## src/rtl/wb_trace_pkg.sv

```systemverilog
// wb_trace_pkg: shared types for the writeback trace recorder.
//   wb_entry_t     - one captured writeback event {pc, wen, wnum, wdata, lane}
//   trig_state_t   - trigger/post FSM encoding (IDLE, POST, FROZEN)
//   MODE_STREAM / MODE_WINDOW - values of the recorder's mode input
//   ev_valid()     - a lane carries an event when it writes a non-zero register
package wb_trace_pkg;

  localparam logic MODE_STREAM = 1'b0;
  localparam logic MODE_WINDOW = 1'b1;

  typedef struct packed {
    logic [31:0] pc;
    logic [3:0]  wen;
    logic [4:0]  wnum;
    logic [31:0] wdata;
    logic        lane;
  } wb_entry_t;

  typedef enum logic [1:0] {
    ST_IDLE   = 2'd0,
    ST_POST   = 2'd1,
    ST_FROZEN = 2'd2
  } trig_state_t;

  // Writes to r0 are architecturally discarded, so they are not trace events.
  function automatic logic ev_valid(input logic [3:0] wen, input logic [4:0] wnum);
    return (wen != 4'd0) && (wnum != 5'd0);
  endfunction

endpackage

```

## src/rtl/wb_trace_mem.sv

```systemverilog
// wb_trace_mem: DEPTH-entry flop array holding trace entries.
//   clk, rst_n          - clock, async active-low reset (clears all entries)
//   i_we0/i_addr0/i_data0 - write port 0 (older lane)
//   i_we1/i_addr1/i_data1 - write port 1 (younger lane)
//   i_raddr / o_rdata   - combinational read port (buffer head)
// The parent never presents equal addresses on both ports in one cycle.
module wb_trace_mem
  import wb_trace_pkg::*;
#(
  parameter int DEPTH = 16,
  parameter int AW    = $clog2(DEPTH)
) (
  input  logic          clk,
  input  logic          rst_n,
  input  logic          i_we0,
  input  logic [AW-1:0] i_addr0,
  input  wb_entry_t     i_data0,
  input  logic          i_we1,
  input  logic [AW-1:0] i_addr1,
  input  wb_entry_t     i_data1,
  input  logic [AW-1:0] i_raddr,
  output wb_entry_t     o_rdata
);

  wb_entry_t r_mem [DEPTH];

  always_ff @(posedge clk or negedge rst_n) begin
    if (!rst_n) begin
      for (int i = 0; i < DEPTH; i++) r_mem[i] <= '0;
    end else begin
      if (i_we0) r_mem[i_addr0] <= i_data0;
      if (i_we1) r_mem[i_addr1] <= i_data1;
    end
  end

  assign o_rdata = r_mem[i_raddr];

endmodule

```

## src/rtl/wb_trace_recorder.sv

```systemverilog
// wb_trace_recorder: captures CPU writeback events from LANES commit lanes
// into a circular buffer and drains them through a valid/ready port.
//   clk, resetn                    - clock, async active-low reset
//   in_pc/in_wen/in_wnum/in_wdata  - per-lane writeback observation inputs
//   mode, clear                    - STREAM/WINDOW select, synchronous flush
//   trig_en/trig_pc/trig_post      - WINDOW trigger PC and post-trigger length
//   out_valid/out_ready/out_*      - head entry drain port
//   count, drop_cnt                - occupancy, saturating STREAM loss counter
//   trig_hit, frozen               - WINDOW trigger recorded / capture complete
//   dbg_state                      - trigger FSM state
// Handshake: out_valid/out_* describe the head entry; the head is consumed at a
// rising edge where out_valid && out_ready, and until then out_valid stays high
// and out_* stay stable. out_valid never depends on out_ready.
module wb_trace_recorder
  import wb_trace_pkg::*;
#(
  parameter int LANES  = 1,
  parameter int DEPTH  = 16,
  parameter int DROP_W = 16
) (
  input  logic                       clk,
  input  logic                       resetn,
  input  logic [32*LANES-1:0]        in_pc,
  input  logic [4*LANES-1:0]         in_wen,
  input  logic [5*LANES-1:0]         in_wnum,
  input  logic [32*LANES-1:0]        in_wdata,
  input  logic                       mode,
  input  logic                       clear,
  input  logic                       trig_en,
  input  logic [31:0]                trig_pc,
  input  logic [$clog2(DEPTH)-1:0]   trig_post,
  output logic                       out_valid,
  input  logic                       out_ready,
  output logic [31:0]                out_pc,
  output logic [3:0]                 out_wen,
  output logic [4:0]                 out_wnum,
  output logic [31:0]                out_wdata,
  output logic                       out_lane,
  output logic [$clog2(DEPTH+1)-1:0] count,
  output logic [DROP_W-1:0]          drop_cnt,
  output logic                       trig_hit,
  output logic                       frozen,
  output logic [1:0]                 dbg_state
);

  localparam int AW  = $clog2(DEPTH);
  localparam int CW  = $clog2(DEPTH+1);
  localparam int CW1 = CW + 1;
  localparam int DW1 = DROP_W + 1;

  logic [AW-1:0]     r_head, r_tail, r_post;
  logic [CW-1:0]     r_count;
  logic [DROP_W-1:0] r_drop;
  trig_state_t       r_state;

  wb_entry_t         w_ent0, w_ent1, w_head_ent;
  logic              w_ev0, w_ev1, w_we0, w_we1, w_pop;
  logic [1:0]        w_drop_inc;
  logic [CW1-1:0]    w_free, w_nwr, w_sum;
  logic [DW1-1:0]    w_drop_sum;
  logic [AW-1:0]     w_addr1, w_nhead, w_ntail, w_npost;
  logic [CW-1:0]     w_ncount;
  logic [DROP_W-1:0] w_ndrop;
  trig_state_t       w_nstate;

  assign w_ent0 = '{pc: in_pc[31:0], wen: in_wen[3:0], wnum: in_wnum[4:0],
                    wdata: in_wdata[31:0], lane: 1'b0};

  generate
    if (LANES > 1) begin : g_dual
      assign w_ent1 = '{pc: in_pc[63:32], wen: in_wen[7:4], wnum: in_wnum[9:5],
                        wdata: in_wdata[63:32], lane: 1'b1};
    end else begin : g_single
      assign w_ent1 = '0;
    end
  endgenerate

  assign w_ev0 = ev_valid(w_ent0.wen, w_ent0.wnum);
  assign w_ev1 = ev_valid(w_ent1.wen, w_ent1.wnum);

  // WINDOW entries are only readable once the capture is frozen.
  assign out_valid = (r_count != '0) && ((mode == MODE_STREAM) || (r_state == ST_FROZEN));
  assign w_pop     = out_valid && out_ready;

  always_comb begin
    w_we0      = 1'b0;
    w_we1      = 1'b0;
    w_drop_inc = 2'd0;
    w_nstate   = r_state;
    w_npost    = r_post;
    // The slot freed by a same-cycle pop is usable by this cycle's pushes.
    w_free     = CW1'(DEPTH) - CW1'(r_count) + CW1'(w_pop);

    if (mode == MODE_STREAM) begin
      w_we0      = w_ev0 && (w_free != '0);
      w_we1      = w_ev1 && (w_free > CW1'(w_we0));
      w_drop_inc = 2'(w_ev0 && !w_we0) + 2'(w_ev1 && !w_we1);
    end else begin
      // Lane 0 is evaluated first; lane 1 sees the FSM as lane 0 left it, so
      // a lane 0 trigger with trig_post == 0 already blocks lane 1.
      if (w_ev0 && ((w_nstate == ST_IDLE) || ((w_nstate == ST_POST) && (w_npost != '0)))) begin
        w_we0 = 1'b1;
        if (w_nstate == ST_IDLE) begin
          if (trig_en && (w_ent0.pc == trig_pc)) begin
            w_nstate = ST_POST;
            w_npost  = trig_post;
          end
        end else begin
          w_npost = w_npost - AW'(1);
        end
      end
      if (w_ev1 && ((w_nstate == ST_IDLE) || ((w_nstate == ST_POST) && (w_npost != '0)))) begin
        w_we1 = 1'b1;
        if (w_nstate == ST_IDLE) begin
          if (trig_en && (w_ent1.pc == trig_pc)) begin
            w_nstate = ST_POST;
            w_npost  = trig_post;
          end
        end else begin
          w_npost = w_npost - AW'(1);
        end
      end
      // Post counter reached zero at the previous edge: nothing was stored
      // this cycle, and the capture freezes now.
      if ((r_state == ST_POST) && (r_post == '0)) w_nstate = ST_FROZEN;
    end

    w_addr1 = r_tail + AW'(w_we0);
    w_nwr   = CW1'(w_we0) + CW1'(w_we1);
    w_ntail = r_tail + AW'(w_nwr);
    w_sum   = CW1'(r_count) + w_nwr - CW1'(w_pop);
    // Only WINDOW can overshoot; the excess entries are the oldest ones.
    if (w_sum > CW1'(DEPTH)) begin
      w_ncount = CW'(DEPTH);
      w_nhead  = r_head + AW'(w_sum - CW1'(DEPTH));
    end else begin
      w_ncount = CW'(w_sum);
      w_nhead  = r_head + AW'(w_pop);
    end

    w_drop_sum = {1'b0, r_drop} + DW1'(w_drop_inc);
    w_ndrop    = w_drop_sum[DROP_W] ? {DROP_W{1'b1}} : w_drop_sum[DROP_W-1:0];
  end

  always_ff @(posedge clk or negedge resetn) begin
    if (!resetn) begin
      r_head  <= '0;
      r_tail  <= '0;
      r_count <= '0;
      r_drop  <= '0;
      r_post  <= '0;
      r_state <= ST_IDLE;
    end else if (clear) begin
      r_head  <= '0;
      r_tail  <= '0;
      r_count <= '0;
      r_drop  <= '0;
      r_post  <= '0;
      r_state <= ST_IDLE;
    end else begin
      r_head  <= w_nhead;
      r_tail  <= w_ntail;
      r_count <= w_ncount;
      r_drop  <= w_ndrop;
      r_post  <= w_npost;
      r_state <= w_nstate;
    end
  end

  wb_trace_mem #(.DEPTH(DEPTH), .AW(AW)) u_mem (
    .clk     (clk),
    .rst_n   (resetn),
    .i_we0   (w_we0 && !clear),
    .i_addr0 (r_tail),
    .i_data0 (w_ent0),
    .i_we1   (w_we1 && !clear),
    .i_addr1 (w_addr1),
    .i_data1 (w_ent1),
    .i_raddr (r_head),
    .o_rdata (w_head_ent)
  );

  assign out_pc    = w_head_ent.pc;
  assign out_wen   = w_head_ent.wen;
  assign out_wnum  = w_head_ent.wnum;
  assign out_wdata = w_head_ent.wdata;
  assign out_lane  = w_head_ent.lane;
  assign count     = r_count;
  assign drop_cnt  = r_drop;
  assign trig_hit  = (r_state != ST_IDLE);
  assign frozen    = (r_state == ST_FROZEN);
  assign dbg_state = r_state;

endmodule

```

## config.mk

```make
export PLATFORM = sky130hd
export DESIGN_NAME = wb_trace_recorder
export DESIGN_NICKNAME = d
export VERILOG_FILES = /design/src/rtl/wb_trace_pkg.sv /design/src/rtl/wb_trace_mem.sv /design/src/rtl/wb_trace_recorder.sv
export SDC_FILE = /design/constraint.sdc
export NUM_CORES = 2
export LEC_CHECK = 0
export CAP_MARGIN = 20
export CELL_PAD_IN_SITES_DETAIL_PLACEMENT = 0
export CELL_PAD_IN_SITES_GLOBAL_PLACEMENT = 1
export CORE_MARGIN = 2
export CORE_UTILIZATION = 35
export DETAILED_ROUTE_END_ITERATION = 7
export HOLD_SLACK_MARGIN = 0.03
export PLACE_DENSITY_LB_ADDON = 0.1
export REMOVE_ABC_BUFFERS = 1
export SLEW_MARGIN = 20
export SYNTH_ARGS = -nofsm -noshare
export SYNTH_HDL_FRONTEND = slang
export SYNTH_SLANG_ARGS = --single-unit
```

## constraint.sdc

```tcl
create_clock -name clk -period 6 [get_ports clk]
set_clock_uncertainty 0.05 [all_clocks]
set_input_delay 1.2 -clock clk [delete_from_list [all_inputs] [get_ports clk]]
set_output_delay 1.2 -clock clk [all_outputs]
set_load 0.03 [all_outputs]
```

---- After elaboration in Yosys (flattened, before gate mapping) ----
Index checks and enable logic that the tools add are counted.
cells by class
  magnitude comparators ................... 4
  $mul .................................... 0
  bitwise operators ....................... 3
  reductions and logical operators ........ 30
  add/sub/neg operators ................... 10
  multiplexer cells ....................... 27
  shift-type cells ........................ 0
  divide/modulo/power cells ............... 0
  equal/unequal tests ..................... 4
operators by type and width
  operator                                                              count
  1184-bit bitwise mux                                                  1
  74-bit binary-select mux with 4-bit select                            1
  74-bit demux with 4-bit select                                        1
  74-bit two-way mux                                                    3
  32-bit == test                                                        1
  16-bit two-way mux                                                    2
  4-bit two-way mux                                                     8
  16-bit by 2-bit adder with 17-bit output                              1
  2-bit two-way mux                                                     6
  1-bit logical AND                                                     11
  5-bit >= comparator, second input constant                            2
  5-bit two-way mux                                                     2
  4-bit inverter with 5-bit output                                      2
  5-bit nonzero test                                                    2
  3-bit nonzero test                                                    3
  4-bit by 1-bit adder with 4-bit output                                2
  4-bit nonzero test                                                    2
  4-bit by 1-bit subtractor with 4-bit output, second input constant    2
  5-bit by 1-bit adder with 6-bit output                                1
  6-bit by 1-bit adder with 6-bit output                                1
  6-bit by 5-bit > comparator with 1-bit output, second input constant  1
  2-bit nonzero test                                                    3
  6-bit nonzero test                                                    1
  5-bit by 5-bit subtractor with 6-bit output, first input constant     1
  14 further kinds                                                      18
storage, ports and cells
  memories kept ........................... 0
  input bits .............................. 115
  ROM bits ................................ 0
  output and inout port bits .............. 100
  register bits ........................... 1219
  bits in writable memories ............... 0
  logic and storage cells ................. 164
  latch bits .............................. 0

---- Depth between registers and ports, before layout ----
  word-level depth ........................ 14
  mapped depth ............................ 25
  mapped depth without buffers ............ 23

---- By module ----
From an unflattened synthesis, not the netlist that was laid out.
unflattened totals
  cell total of the unflattened synthesis .. 8084
  area, all modules ....................... 71048.1 um2
modules (own cells, without submodules)
  module             area each (um2)  cells an instance  instances
  wb_trace_mem       68396.8          7796               1
  wb_trace_recorder  2651.3           288                1

---- Worst setup path after synthesis ----
No wires, ideal clock.
  path type ............................... input to register
  start ................................... input mode
  end ..................................... register r_head[3]
  cell stages on the path ................. 25
  arrival ................................. 5555 ps
  required time ........................... 5825 ps
  slack ................................... 271 ps
  path buffers ............................ 2
  cells stage by stage .................... inv_1 > nor2_1 > a31oi_1 > nand2_1 > ha_1 > inv_1 > ha_1 > a21oi_1 > a31oi_1 > o31ai_1 > a21oi_2 > buf_6 > buf_12 > inv_1 > ha_1 > inv_1 > ha_1 > fa_1 > xor2_1 > inv_1 > nor3_1 > and3b_1 > o21ai_2 > mux2i_1 > mux2_2
between the ends
  longest elaborated chain between the ends .. 14
  elaborated cells between the ends (all ways) .. 16
ends and longest elaborated chain
  item                                         line                      source
  from (decl)                                  wb_trace_recorder.sv:27   input logic mode,
  1-bit inverter *                             -
  1-bit logical OR *                           wb_trace_recorder.sv:82   assign out_valid = (r_count != '0) && ((mode == MODE_STREAM) || (r_state == ST_FROZEN));
  1-bit logical AND *                          wb_trace_recorder.sv:82
  via out_valid                                wb_trace_recorder.sv:32   output logic out_valid,
  1-bit logical AND *                          wb_trace_recorder.sv:83   assign w_pop = out_valid && out_ready;
  6-bit by 1-bit adder with 6-bit output       wb_trace_recorder.sv:92   w_free = CW1'(DEPTH) - CW1'(r_count) + CW1'(w_pop);
  6-bit nonzero test                           wb_trace_recorder.sv:95   w_we0 = w_ev0 && (w_free != '0);
  1-bit logical AND                            wb_trace_recorder.sv:95
  1-bit two-way mux                            wb_trace_recorder.sv:94   if (mode == MODE_STREAM) begin
  5-bit by 1-bit adder with 6-bit output       wb_trace_recorder.sv:131  w_sum = CW1'(r_count) + w_nwr - CW1'(w_pop);
  6-bit by 1-bit subtractor with 6-bit output  wb_trace_recorder.sv:131
  4-bit by 1-bit subtractor with 4-bit output  wb_trace_recorder.sv:135  w_nhead = r_head + AW'(w_sum - CW1'(DEPTH));
  4-bit adder                                  wb_trace_recorder.sv:135
  4-bit two-way mux *                          wb_trace_recorder.sv:133  if (w_sum > CW1'(DEPTH)) begin
  4-bit two-way mux *                          wb_trace_recorder.sv:153  end else if (clear) begin
  to (signal assigned)                         wb_trace_recorder.sv:161  r_head <= w_nhead;
  to (decl)                                    wb_trace_recorder.sv:51   logic [AW-1:0] r_head, r_tail, r_post;
The timed path passes the listed nets; every way through them passes the cells marked *.
A chain may end at the register's enable or synchronous reset.

---- Worst setup path in the final report ----
  start ................................... register r_head[0]
  end ..................................... output out_wdata[10]
between the ends
  longest elaborated chain between the ends .. 4
ends and longest elaborated chain
  item                                                    line                     source
  4-bit inverter with 5-bit output (not written as such)  wb_trace_mem.sv:36       assign o_rdata = r_mem[i_raddr];
  74-bit binary-select mux with 4-bit select              wb_trace_mem.sv:36
  74-bit two-way mux (not written as such) (2 in series)  wb_trace_mem.sv:36
  to (decl)                                               wb_trace_recorder.sv:37  output logic [31:0] out_wdata,
Every way passes these cells. The select of a mux whose other input is x is not followed.

==> flow_summary.toml <==
[yosys]
synth-seq-cells = 1203
synthCells = 3325
synth_cell_type_count = 57
seq_area_frac_synth = 0.540
synthesized_cell_area_um2 = 55700
post-synth-top-area-cell = "sky130_fd_sc_hd__dfrtp_1"
synth-edff-count = 0
ys_async_sr_fraction = 1.00
yosys_warnings = 0
synthesis.area_per_instance_um2 = 16.8
ys_flop_type = "sky130_fd_sc_hd__dfrtp_1"
netlist.area_leader.share = 0.540
netlist_top_cells_area = "sky130_fd_sc_hd__dfrtp_1 54%, sky130_fd_sc_hd__mux2_2 21%, sky130_fd_sc_hd__mux4_2 15%"

[timing]
grt_setup_unrepaired = "no"
finalHoldWorstSlack_ns = 0.381
fin_crit_ns = 5.24
finalHoldViolCount = 0
worst_pin_slew_ns = 1.03
final_number_of_max_transition_violations = 0
timing.fmax_mhz = 191
fin_tns_setup_ns = 0
setup_violations = 0
final_min_period_over_clock_period = 0.874
max_slew_margin = 0.315
setup_slack_ns = 0.759

[global_route]
grt_pass1_wl_mm = 234
first_global_vias = 33900
gr-usage-all-layers = 0.195
pin_count_of_the_biggest_net_entering_global_routing = 177
globalRouteOverflowTotal = 0
antenna_found_initial = 12

[power]
p_leak_nw = 29.7
power_per_cell_area_nw_per_um2 = 413
worst_supply_voltage_drop_on_vdd_mv = 0.303
design_power_total_mw = 26.6

[cts]
cts_num_sinks = 1203
holdBufCountCts = 0
clk_transition_reported_paths_ns = 0.06
clock-root-buffer = "sky130_fd_sc_hd__clkbuf_16"
clock_tree.buffer_depth = 3
worst_skew_pair.late_latency_ns = 0.75
numCtsBuffers = 140
cts_htree_levels = 4
cts_post_setup_buffers_inserted = 0
post_cts_sizing_count = 0
clock_tree_from_tritoncts = "done"

[drt]
wirelength_mm = 157
drt_iter0_markers = 1547
drt_first_pass_iters = 6
detail_route.drc_violations = 0
postRouteAntennaNets = 0
vias_per_instance = 5.41
wl_per_cell_um = 27.7
num_vias = 30600

[critical_path]
crit_path_max_fanout = 57
endpoint_kind = "output port"
path_cells = "buf_12, mux4_2, mux4_2, clkdlybuf4s50_1"
cp_top_family = "multiplexers"
crit_buf_inv = 2
critPathLaunchType = "flip-flop"
cp_slowest_stage_delay_ns = 0.90
crit_type = "reg -> out"
wp_data_required_ns = 4.75
timing.critical_path.slowest_stage_cell = "sky130_fd_sc_hd__dfrtp_4"
path_common_cell = "sky130_fd_sc_hd__mux4_2"
cp.arrival_ns = 3.99

[die]
die_w_um = 403
die_height_um = 403
initial_utilization = 0.352
placeableCoreArea_um2 = 158000
floorplan.die_area_um2 = 162000
placementRows = 146
pin_count = 215

[finish]
final_cells = 5656
drive_gt1_frac = 0.509
flow.area_growth_from_synthesis_pct = 15.8
nNetsFinal = 3611
finish.utilization = 0.408
final_area_um2 = 64500

[placement]
placedInstanceArea_um2 = 60100
post-place-cells = 5403
detailedPlacementHpwl_mm = 91.5
place_congestion = 0.760
portBuffers = 213
place_ws_ns = 0.205

[job]
maxCapViolations = 0

[run_status]
run_status = "complete, no violations"

[hold_path]
holdCritPathClass = "in -> async"
## metal layers
metal	GRT usage	up-vias	share of wire
met2	0.330	517	0.50
met4	0.0472	12	0.020
li1	-	12800	-
met3	0.0325	222	0.036
met5	0	-	0.00048
met1	0.263	17100	0.44
## cell usage in the layout, fill, tap and decap left out, types with 32 or more instances in the layout
cell                              Yosys  layout
sky130_fd_sc_hd__clkbuf_16            0     146
sky130_fd_sc_hd__buf_12               8      54
sky130_fd_sc_hd__clkbuf_8             0      32
sky130_fd_sc_hd__dfrtp_1           1203    1199
sky130_fd_sc_hd__clkdlybuf4s50_1      0     212
sky130_fd_sc_hd__mux4_2             365     365
sky130_fd_sc_hd__mux2_4              70      70
sky130_fd_sc_hd__buf_4                8      52
sky130_fd_sc_hd__xnor2_1             41      41
sky130_fd_sc_hd__mux2_1              51      51
sky130_fd_sc_hd__mux2_2            1048    1048
sky130_fd_sc_hd__clkbuf_1           149      46
## cell families after synthesis
logic type               synth area share
AO/OA/AOI/OAI                     0.00548
XOR/XNOR                          0.00833
multiplexers                        0.389
other                           0.0000673
flip-flops                          0.540
adder cells (fa/ha/maj)           0.00543
AND/OR/NAND/NOR                    0.0148
buffers and inverters              0.0362
## cell usage after synthesis, types with 7 or more instances
master,count
sky130_fd_sc_hd__buf_1,22
sky130_fd_sc_hd__nor3_1,14
sky130_fd_sc_hd__buf_6,71
sky130_fd_sc_hd__xnor2_1,41
sky130_fd_sc_hd__nor2_1,21
sky130_fd_sc_hd__buf_12,8
sky130_fd_sc_hd__mux2_2,1048
sky130_fd_sc_hd__ha_1,21
sky130_fd_sc_hd__nor2b_1,13
sky130_fd_sc_hd__nand3_1,11
sky130_fd_sc_hd__buf_2,55
sky130_fd_sc_hd__dfrtp_1,1203
sky130_fd_sc_hd__nand2_1,14
sky130_fd_sc_hd__nand4_1,7
sky130_fd_sc_hd__buf_4,8
sky130_fd_sc_hd__mux2_4,70
sky130_fd_sc_hd__xor2_1,12
sky130_fd_sc_hd__clkbuf_1,149
sky130_fd_sc_hd__mux4_2,365
sky130_fd_sc_hd__a21oi_1,21
sky130_fd_sc_hd__nand3_4,8
sky130_fd_sc_hd__inv_1,21
sky130_fd_sc_hd__mux2_1,51
## path summary, 6_finish.rpt
path	start	to	slack, ns	cells after the start
max	r_head[0]$_DFF_PN0_	out_wdata[10]	0.76	4
min	resetn	u_mem.r_mem[494]$_DFFE_PN0P_	0.38	1
max reg2reg	count[2]$_DFF_PN0_	r_head[3]$_DFF_PN0_	1.12	23
min reg2reg	u_mem.r_mem[1029]$_DFFE_PN0P_	u_mem.r_mem[1029]$_DFFE_PN0P_	0.44	1
max in group asynchronous	resetn	u_mem.r_mem[741]$_DFFE_PN0P_	3.98	2
min in group clk	u_mem.r_mem[1029]$_DFFE_PN0P_	u_mem.r_mem[1029]$_DFFE_PN0P_	0.44	1
## power by group
part           switching, mW  internal (mW)  leakage, nW
Clock                   3.41           4.90         2.20
Sequential             0.885           9.57         16.2
Combinational           3.79           4.09         11.3
## registers in the layout, indices dropped and copies added (netlist names)
| signal | count |
|---|---|
| u_mem.r_mem | 1168 |
| drop_cnt | 16 |
| count | 5 |
| r_head | 4 |
| r_post | 4 |
| r_tail | 4 |
| dbg_state | 2 |
## layout make-up
class | instances | area [µm²]
Inverter | 22 | 82.6
Timing Repair Buffer | 319 | 3610
Tap cell | 2072 | 2590
Multi-Input combinational cell | 1787 | 23700
Antenna cell | 2 | 5.00
Fill cell | 14200 | 93700
Clock inverter | 27 | 200
Clock buffer | 224 | 4270
Sequential cell | 1203 | 30100
No activity file was read; power rests on OpenSTA's default activity.
